$ cat src/rtl/result_reader.sv
// result_reader: reads the five per-group sums and the grand total from the
// group-summing core's output memory, streams them over valid/ready, and
// checks that the group sums add up (modulo 2^DATA_WIDTH) to the stored total.
module result_reader #(
  parameter int ADDR_WIDTH   = 5,
  parameter int DATA_WIDTH   = 16,
  parameter int GROUP_STRIDE = 5,
  parameter int GROUP_COUNT  = 5,
  parameter int TOTAL_ADDR   = 31
) (
  input  logic                  clk,
  input  logic                  reset,
  input  logic                  start,
  output logic [ADDR_WIDTH-1:0] mem_address,
  output logic                  mem_read_enable,
  input  logic [DATA_WIDTH-1:0] mem_data_out,
  output logic [DATA_WIDTH-1:0] out_data,
  output logic                  out_valid,
  input  logic                  out_ready,
  output logic                  out_last,
  output logic                  done,
  output logic                  check_error
);

  // Index runs 0..GROUP_COUNT; the final index selects the grand total.
  localparam int IDX_W = $clog2(GROUP_COUNT + 1);
  localparam logic [IDX_W-1:0] LAST_IDX = IDX_W'(GROUP_COUNT);

  typedef enum logic [2:0] {
    S_IDLE,
    S_REQ,
    S_WAIT,
    S_SEND,
    S_DONE
  } state_t;

  state_t                r_state;
  logic [IDX_W-1:0]      r_idx;
  logic [DATA_WIDTH-1:0] r_acc;
  logic [IDX_W-1:0]      w_next_idx;
  logic                  w_at_total;

  assign w_next_idx = r_idx + IDX_W'(1);
  assign w_at_total = (r_idx == LAST_IDX);

  // Group k's sum sits at the last word of its group; the final index reads the total.
  function automatic logic [ADDR_WIDTH-1:0] addr_of(input logic [IDX_W-1:0] k);
    if (k == LAST_IDX) begin
      return ADDR_WIDTH'(TOTAL_ADDR);
    end
    return ADDR_WIDTH'(GROUP_STRIDE * int'(k) + GROUP_STRIDE - 1);
  endfunction

  // Readout FSM; every output is a register updated alongside the state.
  // NOTE: all state here is written with <= so every register samples the
  // pre-edge values; a blocking '=' would let later lines see updated values.
  always_ff @(posedge clk) begin
    // NOTE: reset is synchronous, so it is just the highest-priority branch
    // inside the clocked block rather than part of the sensitivity list.
    if (reset) begin
      r_state         <= S_IDLE;
      r_idx           <= '0;
      r_acc           <= '0;
      mem_address     <= '0;
      mem_read_enable <= 1'b0;
      out_data        <= '0;
      out_valid       <= 1'b0;
      out_last        <= 1'b0;
      done            <= 1'b0;
      check_error     <= 1'b0;
    end else begin
      case (r_state)
        // A start from IDLE or DONE clears the run state and issues the first read.
        S_IDLE, S_DONE: begin
          if (start) begin
            r_acc           <= '0;
            r_idx           <= '0;
            check_error     <= 1'b0;
            done            <= 1'b0;
            mem_address     <= addr_of('0);
            mem_read_enable <= 1'b1;
            r_state         <= S_REQ;
          end
        end

        // The memory registers the word on this edge; drop the request.
        S_REQ: begin
          mem_read_enable <= 1'b0;
          r_state         <= S_WAIT;
        end

        // Read data is valid now: latch it for the sink, accumulate group sums.
        S_WAIT: begin
          out_data  <= mem_data_out;
          out_valid <= 1'b1;
          out_last  <= w_at_total;
          if (!w_at_total) begin
            r_acc <= r_acc + mem_data_out;
          end
          r_state <= S_SEND;
        end

        // Offer the word until accepted; data and last stay put meanwhile.
        S_SEND: begin
          if (out_ready) begin
            out_valid <= 1'b0;
            out_last  <= 1'b0;
            if (w_at_total) begin
              done        <= 1'b1;
              check_error <= (r_acc != out_data);
              r_state     <= S_DONE;
            end else begin
              r_idx           <= w_next_idx;
              mem_address     <= addr_of(w_next_idx);
              mem_read_enable <= 1'b1;
              r_state         <= S_REQ;
            end
          end
        end

        default: r_state <= S_IDLE;
      endcase
    end
  end

endmodule

$ cat config.mk
export PLATFORM = sky130hd
export DESIGN_NAME = result_reader
export DESIGN_NICKNAME = d
export VERILOG_FILES = /design/src/rtl/result_reader.sv
export SDC_FILE = /design/constraint.sdc
export NUM_CORES = 1
export LEC_CHECK = 0
export CAP_MARGIN = 20
export CORE_ASPECT_RATIO = 0.8
export CORE_UTILIZATION = 35
export CTS_CLUSTER_DIAMETER = 100
export DETAILED_ROUTE_END_ITERATION = 16
export GPL_ROUTABILITY_DRIVEN = 0
export SLEW_MARGIN = 10
export SYNTH_ARGS = -nofsm -noshare
export SYNTH_HDL_FRONTEND = slang
export SYNTH_SLANG_ARGS = --single-unit
$ cat constraint.sdc
create_clock -name clk -period 3.1 [get_ports clk]
set_clock_uncertainty 0.15 [all_clocks]
set_input_delay 0.62 -clock clk [delete_from_list [all_inputs] [get_ports clk]]
set_output_delay 0.62 -clock clk [all_outputs]
set_load 0.02 [all_outputs]
[After elaboration in Yosys (flattened, before gate mapping)]
Cells that the tools add are included.
Word-level totals
  register bits after elaboration: 48
  bits of input ports: 20
  word-level logic and storage cells: 75
  output and inout port bits: 26
Operators by class
  $mul: 1
  $add $sub $neg: 4
  reduce and logical (&&, ||, !) cells: 12
  multiplexer cells: 36
  equal/unequal tests: 12
Operators by type and width (number)
  $mux 16: 2
  $pmux 16 s2: 1
  $mux 5: 5
  $mux 3: 6
  $add 16x16->16: 1
  $ne 16x16->1: 1
  $mux 1: 14
  $pmux 3 s4: 1
  $reduce_and 4->1: 3
  $ne 2x2->1 const B: 5
  $pmux 5 s2: 1
  $eq 3x3->1 const B: 3
  $pmux 1 s2: 4
  $eq 3x2->1 const B: 2
  $pmux 3 s2: 1
  $reduce_bool 2->1: 3
  $add 5x3->5 const B: 1
  $mul 3x3->5 const A: 1
  $sub 5x1->5 const B: 1
  $reduce_and 2->1: 2
  $add 3x1->3 const B: 1
  $eq 3x1->1 const B: 1
  $logic_not 3->1: 1
  $pmux 1 s3: 1
  3 further kinds: 3

[Longest topological paths before layout]
  word-level depth: 11
  depth in mapped cells: 10
  depth with buffers taken out: 10

[Least setup slack after synthesis]
No wires, ideal clock.
  kind: in2reg
  start: input mem_data_out[0]
  end: register r_acc[12]
  path buffers: 0
  setup slack: 562 ps
  data required time: 2833 ps
  stages on the path: 10
  arrival: 2270 ps
  setup time: 117 ps
  cell sequence: ha_1 -> inv_1 -> fa_1 -> nor2b_1 -> o211ai_1 -> a21boi_1 -> o211ai_2 -> a21boi_1 -> o21ai_0 -> a32o_1
On the way
  word-level cells in the longest chain between the ends: 3
RTL lines
  start: declaration: line 16  | input logic [DATA_WIDTH-1:0] mem_data_out,
  $add 16x16->16: line 98  | r_acc <= r_acc + mem_data_out;
  $mux 16: line 97  | if (!w_at_total) begin
  $pmux 16 s2: line 72  | case (r_state)
  end signal: assignment: line 98
  end: declaration: line 39  | logic [DATA_WIDTH-1:0] r_acc;
No other way between the ends. The select of a mux whose other input is x is not followed.
A chain may end at the register's enable or synchronous reset.

[Worst setup path after layout]
Same ends and word-level chain as after synthesis.

==> results.sh <==
export IMPL_status="finished clean"
export IMPL_yosysMostFrequentCell="nand2_1"
export IMPL_pwr_share_comb_pct=27.3
export IMPL_num_antenna_cells=0
export IMPL_ios=46
export IMPL_finalSetupViolCount=0
export IMPL_cts_setup_buffers=0
export IMPL_start_util_pct=36.3
export IMPL_die_y_um=80.3
export IMPL_top_usage_layer="met2"
export IMPL_rsz0062_at_grt="no"
export IMPL_path_buf_inv=2
export IMPL_final_max_slew_violation_count=0
export IMPL_place_inst=475
export IMPL_switching_share_pct=31.4
export IMPL_ff2ff_setup_slack_ns=0.69
export IMPL_p_int_mw=1.10
export IMPL_async_flop_share_pct=0
export IMPL_ys_ff_latch=47
export IMPL_antenna_left=0
export IMPL_fin_ws_ns=0.267
export IMPL_h_tree_depth=2
export IMPL_path_class="primary input to flip-flop"
export IMPL_yosysWarnings=0
export IMPL_crit_slowest_cell="clkdlybuf4s50_1"
export IMPL_cts_root_buf="clkbuf_8"
export IMPL_die_w_um=99.8
export IMPL_hpwl_mm=5.05
export IMPL_crit_family="compound AO/OA/AOI/OAI gates"
export IMPL_drc=0
export IMPL_crit_fanout=4
export IMPL_grt_overflow=0
export IMPL_relSlewSlack_pct=50.7
export IMPL_dr_pass1_iters=4
export IMPL_min_period_over_period_pct=91.4
export IMPL_grt_pass1_vias=2361
export IMPL_die_area_um2=8010
export IMPL_fillCellCount=758
export IMPL_hold_buffers=0
export IMPL_yosysTopAreaCellShare_pct=35.1
export IMPL_drive_above_1_share_pct=6.61
export IMPL_grt_use_met1_pct=26.0
export IMPL_hold_violations=0
export IMPL_areaGrowthSynthToFinish_pct=26.2
export IMPL_power_density_nw_per_um2=473
export IMPL_insertion_delay_ns=0.30
export IMPL_netlist_instances=329
export IMPL_path_cells="clkdlybuf4s50_1, ha_1, inv_1, fa_1, nor2b_1, o211ai_1, a21boi_1, o211ai_2, a21boi_1, o21ai_0, a32o_1"
export IMPL_netSwitchingPower_uw=502
export IMPL_grt_use_met2_pct=27.8
export IMPL_critPathCaptureType="flip-flop"
export IMPL_pre_cts_slack_ns=-0.0518
export IMPL_gr_usage_met3_pct=3.13
export IMPL_path_clk_slew_ns=0.09
export IMPL_nets=416
export IMPL_first_iter_violations=115
export IMPL_wl_mm=6.85
export IMPL_numPortBuffers=45
export IMPL_slowest_delay_ns=0.48
export IMPL_worstMarginPinSlew_ns=0.738
export IMPL_cp_arrival_ns=2.89
export IMPL_maxCapViolCount=0
export IMPL_grt_first_pass_wirelength_mm=11.5
export IMPL_design_core_area_um2=7390
export IMPL_hp_class="flip-flop to flip-flop"
export IMPL_routedWlPerCell_um=14.2
export IMPL_synth_common_cells="nand2_1 (51), dfxtp_1 (47), a21oi_1 (41)"
export IMPL_timing_fmax_mhz=353
export IMPL_synthesis_area_um2=2680
export IMPL_vias_per_cell=5.00
export IMPL_yosys_top_cells_area="dfxtp_1 (35%), ha_1 (8.4%), a21oi_1 (7.7%)"
export IMPL_holdWs_ns=0.320
export IMPL_antenna_found_initial=0
export IMPL_clock_sinks=47
export IMPL_worst_setup_path_start_kind="primary input"
export IMPL_ir_drop_uv=187
export IMPL_cellLeakagePower_nw=1.29
export IMPL_grtUsageTotal_pct=18.3
export IMPL_final_core_util_pct=45.8
export IMPL_grt_max_degree=23
export IMPL_syn_avg_cell_area_um2=8.15
export IMPL_finalSetupTns_ns=0
export IMPL_numCtsBuffers=5
export IMPL_clkPwrFrac_pct=29.9
export IMPL_synth_nets=368
export IMPL_synth_edf_count=0
export IMPL_clockBufferDepth=2
export IMPL_fin_crit_ns=2.83
export IMPL_ys_flop_type="dfxtp_1"
export IMPL_postCtsResizedCells=0
export IMPL_tritoncts="done"
export IMPL_rows=28
export IMPL_synth_top_cell_by_area="dfxtp_1"
export IMPL_path_common_cell="a21boi_1"
export IMPL_yosysSeqAreaShare_pct=35.1
export IMPL_fin_cells=483
export IMPL_p_seq_share_pct=42.8
export IMPL_required_ns=3.15
export IMPL_ys_types=53
export IMPL_vias=2416
-- path summary, 6_finish.rpt --
kind,cells after the start,startpoint,to
worst min-delay path,2,done$_SDFFE_PP0P_,done$_SDFFE_PP0P_
worst max register to register,10,r_acc[0]$_SDFFE_PP0P_,r_acc[12]$_SDFFE_PP0P_
worst min register to register,2,done$_SDFFE_PP0P_,done$_SDFFE_PP0P_
worst max-delay path,11,mem_data_out[0],r_acc[12]$_SDFFE_PP0P_
-- cell families (layout without fill, tap and decap cells) --
family | after synthesis | after routing | share of synthesized area [%]
flops | 47 | 47 | 35.1
xor+xnor | 28 | 28 | 9.15
fa+ha+maj | 19 | 19 | 9.15
simple gates | 114 | 114 | 19.2
buf+inv | 24 | 73 | 3.92
compound gates | 97 | 97 | 23.4
-- stage by stage --
| stage | power, mW | instance area (um^2) |
|---|---|---|
| after floorplan | 0.978 | 2680 |
| after global routing | 1.69 | 3380 |
| after global placement | 1.13 | 3270 |
| final | 1.60 | 3380 |
| after CTS | 1.61 | 3380 |
| after detailed placement | 1.13 | 3270 |
-- layout by cell type, fill, tap and decap left out, types with 5 or more instances in the layout --
cell type	count
a21o_1	5
a21oi_1	41
a22o_1	5
a22oi_1	5
buf_4	9
clkbuf_8	6
clkdlybuf4s50_1	45
dfxtp_1	47
ha_1	18
inv_1	10
nand2_1	51
nand4_1	5
nor2_1	29
o21ai_0	7
o21ai_1	5
xnor2_1	22
xor2_1	6
-- final cells by class --
cell class,count,area [um^2],area share [%]
repair buffers,54,518,15.3
clock inverters,2,35.0,1.04
inverters,11,41.3,1.22
flip-flops and latches,47,941,27.8
multi-input cells,258,1630,48.3
clock buffers,6,82.6,2.44
well taps,105,131,3.88
-- sequential cells by signal, summed over array words and instances, names as in the netlist --
| register | flops |
|---|---|
| check_error | 1 |
| r_state | 3 |
| r_idx | 3 |
| done | 1 |
| out_data | 16 |
| out_last | 1 |
| out_valid | 1 |
| r_acc | 16 |
| mem_address | 4 |
| mem_read_enable | 1 |
-- tightest hold or removal path: cells and delay by family (launching register included) --
kind,cells,cell delay [ns]
AND/OR/NAND/NOR,1,0.05
AO/OA/AOI/OAI,1,0.05
flip-flops,1,0.32
-- metal layers --
layer,vias up,wire length (um),share of wire [%]
li1,1262,-,-
met1,1088,3670,54
met2,56,2810,41
met3,10,263,3.8
met4,0,112,1.6
met5,-,0,0
-- power groups by stage --
stage | clock, mW | combinational [mW] | sequential, mW
detailed placement | 0 | 0.433 | 0.699
CTS | 0.493 | 0.437 | 0.685
floorplan | 0 | 0.266 | 0.712
finish | 0.479 | 0.436 | 0.685
global route | 0.517 | 0.480 | 0.693
global placement | 0 | 0.430 | 0.698
No activity file was read; power rests on OpenSTA's default activity.
==> variant (same settings) <==
Re-encode `state_t` (5 states) as one-hot, 5 bits wide.
--- a/src/rtl/result_reader.sv
+++ b/src/rtl/result_reader.sv
@@ -28,8 +28,8 @@
 
-  typedef enum logic [2:0] {
-    S_IDLE,
-    S_REQ,
-    S_WAIT,
-    S_SEND,
-    S_DONE
+  typedef enum logic [4:0] {
+    S_IDLE = 5'b00001,
+    S_REQ  = 5'b00010,
+    S_WAIT = 5'b00100,
+    S_SEND = 5'b01000,
+    S_DONE = 5'b10000
   } state_t;
Behaviour: no difference found for any inputs over 10 cycles, from zero or initial values and one cycle with reset high; not proved beyond that.
==> variant against the unedited design <==
  * Combinational power fell by 3%
  * Sequential share of layout area shrank 0.088 points
  * Wire length increased by 8.6%
  * Register-to-register slack improved by 30 ps
  * Power decreased by 0.12%
  * Worst setup slack improved by 27 ps
  * Area after synthesis up 5.8%
  * Design area grew 4.6%
  * Hold slack better by 7.5 ps
  * Sequential cell count increased by 2
  * Via count is 9.8% higher
  * Cell count increased by 5.4%
  * Synthesized cell count grew 8.2%
  * Count of clock-buffer cells in the layout up 1
  * Critical path type unchanged
  * Largest power group unchanged
==> variant: results (changes against the unedited design) <==
Proportion of synthesized area in mux cells: 0.3530% (+0.35 points)
Post-DP Area: 0.003422 mm^2 (+4.8%)
Vias in the first global route: 2452 (+3.9%)
Total number of vias: 2653 (+9.8%)
Layout cells sized above 1: 5.941% (-0.67 points)
Slowest cell delay on critical path: 500 ps (+20 ps)
Number of fill cells: 780 (+2.9%)
P_leak: 1.318 nW (+1.9%)
Synthesis warning total: 0 (unchanged)
Post-CTS setup buffers: 0 (unchanged)
CP top delay family: compound AO/OA/AOI/OAI gates
H-tree depth: 2 (unchanged)
Largest registers: out_data x16, r_acc x16, r_state x5
Sequential Power Share: 43.2% (+0.4 points)
WL final: 7.444 mm (+8.6%)
Clock Latency Late Sink: 310 ps
Root Buffer: clkbuf_8
Pint: 1.093 mW (-0.44%)
Post-cts resize count: 0 (unchanged)
PortBufs: 45 (unchanged)
Largest net degree at the start of global routing: 43 (+87%)
Hold crit path type: reg -> reg
Num CTS Buffers: 5 (unchanged)
Syn Nets: 395 (+7.3%)
DP Wirelength: 5.648 mm (+12%)
Async SR Flop Fraction: 0% (unchanged)
Most frequent cells after synthesis: 50 x nand2_1, 49 x dfxtp_1, 40 x a21oi_1, 32 x nor2_1, 25 x xnor2_1
Top cells by area, synth: dfxtp_1 35%, ha_1 7.9%, xnor2_1 7.7%, a21oi_1 7.1%, nand2_1 6.6%
Pwr/cell area: 451.4 mW/mm^2 (-4.5%)
Max_slew headroom: 48.82% (-1.9 points)
DRT Pass-1 Iters: 5 (+1)
Post-synthesis compound-gate area fraction: 22.11% (-1.3 points)
Comb group: 0.422 mW (-3%)
Run status: completed
Initial antenna violation count: 0 (unchanged)
Synth Area in Adders: 8.650% (-0.50 points)
First-pass GRT wire length: 11.90 mm (+3.5%)
Xor and xnor area share after synthesis: 8.341% (-0.81 points)
Final ANT Viol Nets: 0 (unchanged)
Clock transition at the registers of the reported paths: 100 ps
First DRT Iteration DRCs: 124 (+7.8%)
Final net count: 442 (+6.3%)
VDD IR-drop max: 0.0002229 V (+19%)
Worst path slowest cell: clkdlybuf4s50_1
GRT Util Overall: 18.25% (-0.030 points)
Diode count: 0 (unchanged)
CTS max path bufs: 2 (unchanged)
Worst Path Arrival: 2860 ps (-30 ps)
Crit-path max FO: 3 (-1)
GRT Residual Overflow: 0 (unchanged)
Netlist cell types: 52 (-1.9%)
Register area share after synthesis: 34.60% (-0.51 points)
## variant: cell count changes in the layout (fill, tap and decap cells not counted), moves of 5 or more
cell     before  now
o21ai_0       7   17
nand3_1       2   10
nor3_1        2    9
a22o_1        5    0
o21ai_1       5    0
## variant: per-layer routing
layer | global-route usage [%] | wire (um)
met2 | 27.60 | 3095
met3 | 3.283 | 316
met5 | 0 | 0
met4 | 4.286 | 59
met1 | 26.67 | 3972
## variant: final cells by class
cell class                 count  area, um^2  share of cell area (%)
multi-input combinational    278        1732                   48.94
tap                          105       131.4                   3.713
timing repair buffer          55       525.5                   14.85
inverter                      14       52.55                   1.485
clock buffer                   7       86.33                   2.440
sequential                    49       980.9                   27.72
clock inverter                 1       30.03                  0.8487
## variant: path summary, 6_finish.rpt
check	start	end	slack, ps	depth (start not counted)
worst max-delay path	mem_data_out[0]	r_acc[14]$_SDFFE_PP0P_	290	10
worst min-delay path	mem_address[2]$_SDFFE_PP0P_	mem_address[2]$_SDFFE_PP0P_	330	2
worst max register to register	r_acc[0]$_SDFFE_PP0P_	r_acc[14]$_SDFFE_PP0P_	720	9
worst min register to register	mem_address[2]$_SDFFE_PP0P_	mem_address[2]$_SDFFE_PP0P_	330	2
## variant: metrics by stage
| step | hold WS, ps | setup slack (ps) | cells | setup TNS (ps) | power (mW) |
|---|---|---|---|---|---|
| floorplan | 312.9 | 523.8 | 356 | 0 | 0.9880 |
| global route | 363.0 | 133.6 | 509 | 0 | 1.691 |
| CTS | 329.9 | 318.7 | 509 | 0 | 1.613 |
| global placement | 310.8 | 67.55 | 501 | 0 | 1.122 |
| detailed placement | 315.2 | -14.35 | 501 | -14.35 | 1.124 |
| finish | 327.5 | 294.4 | 509 | 0 | 1.597 |
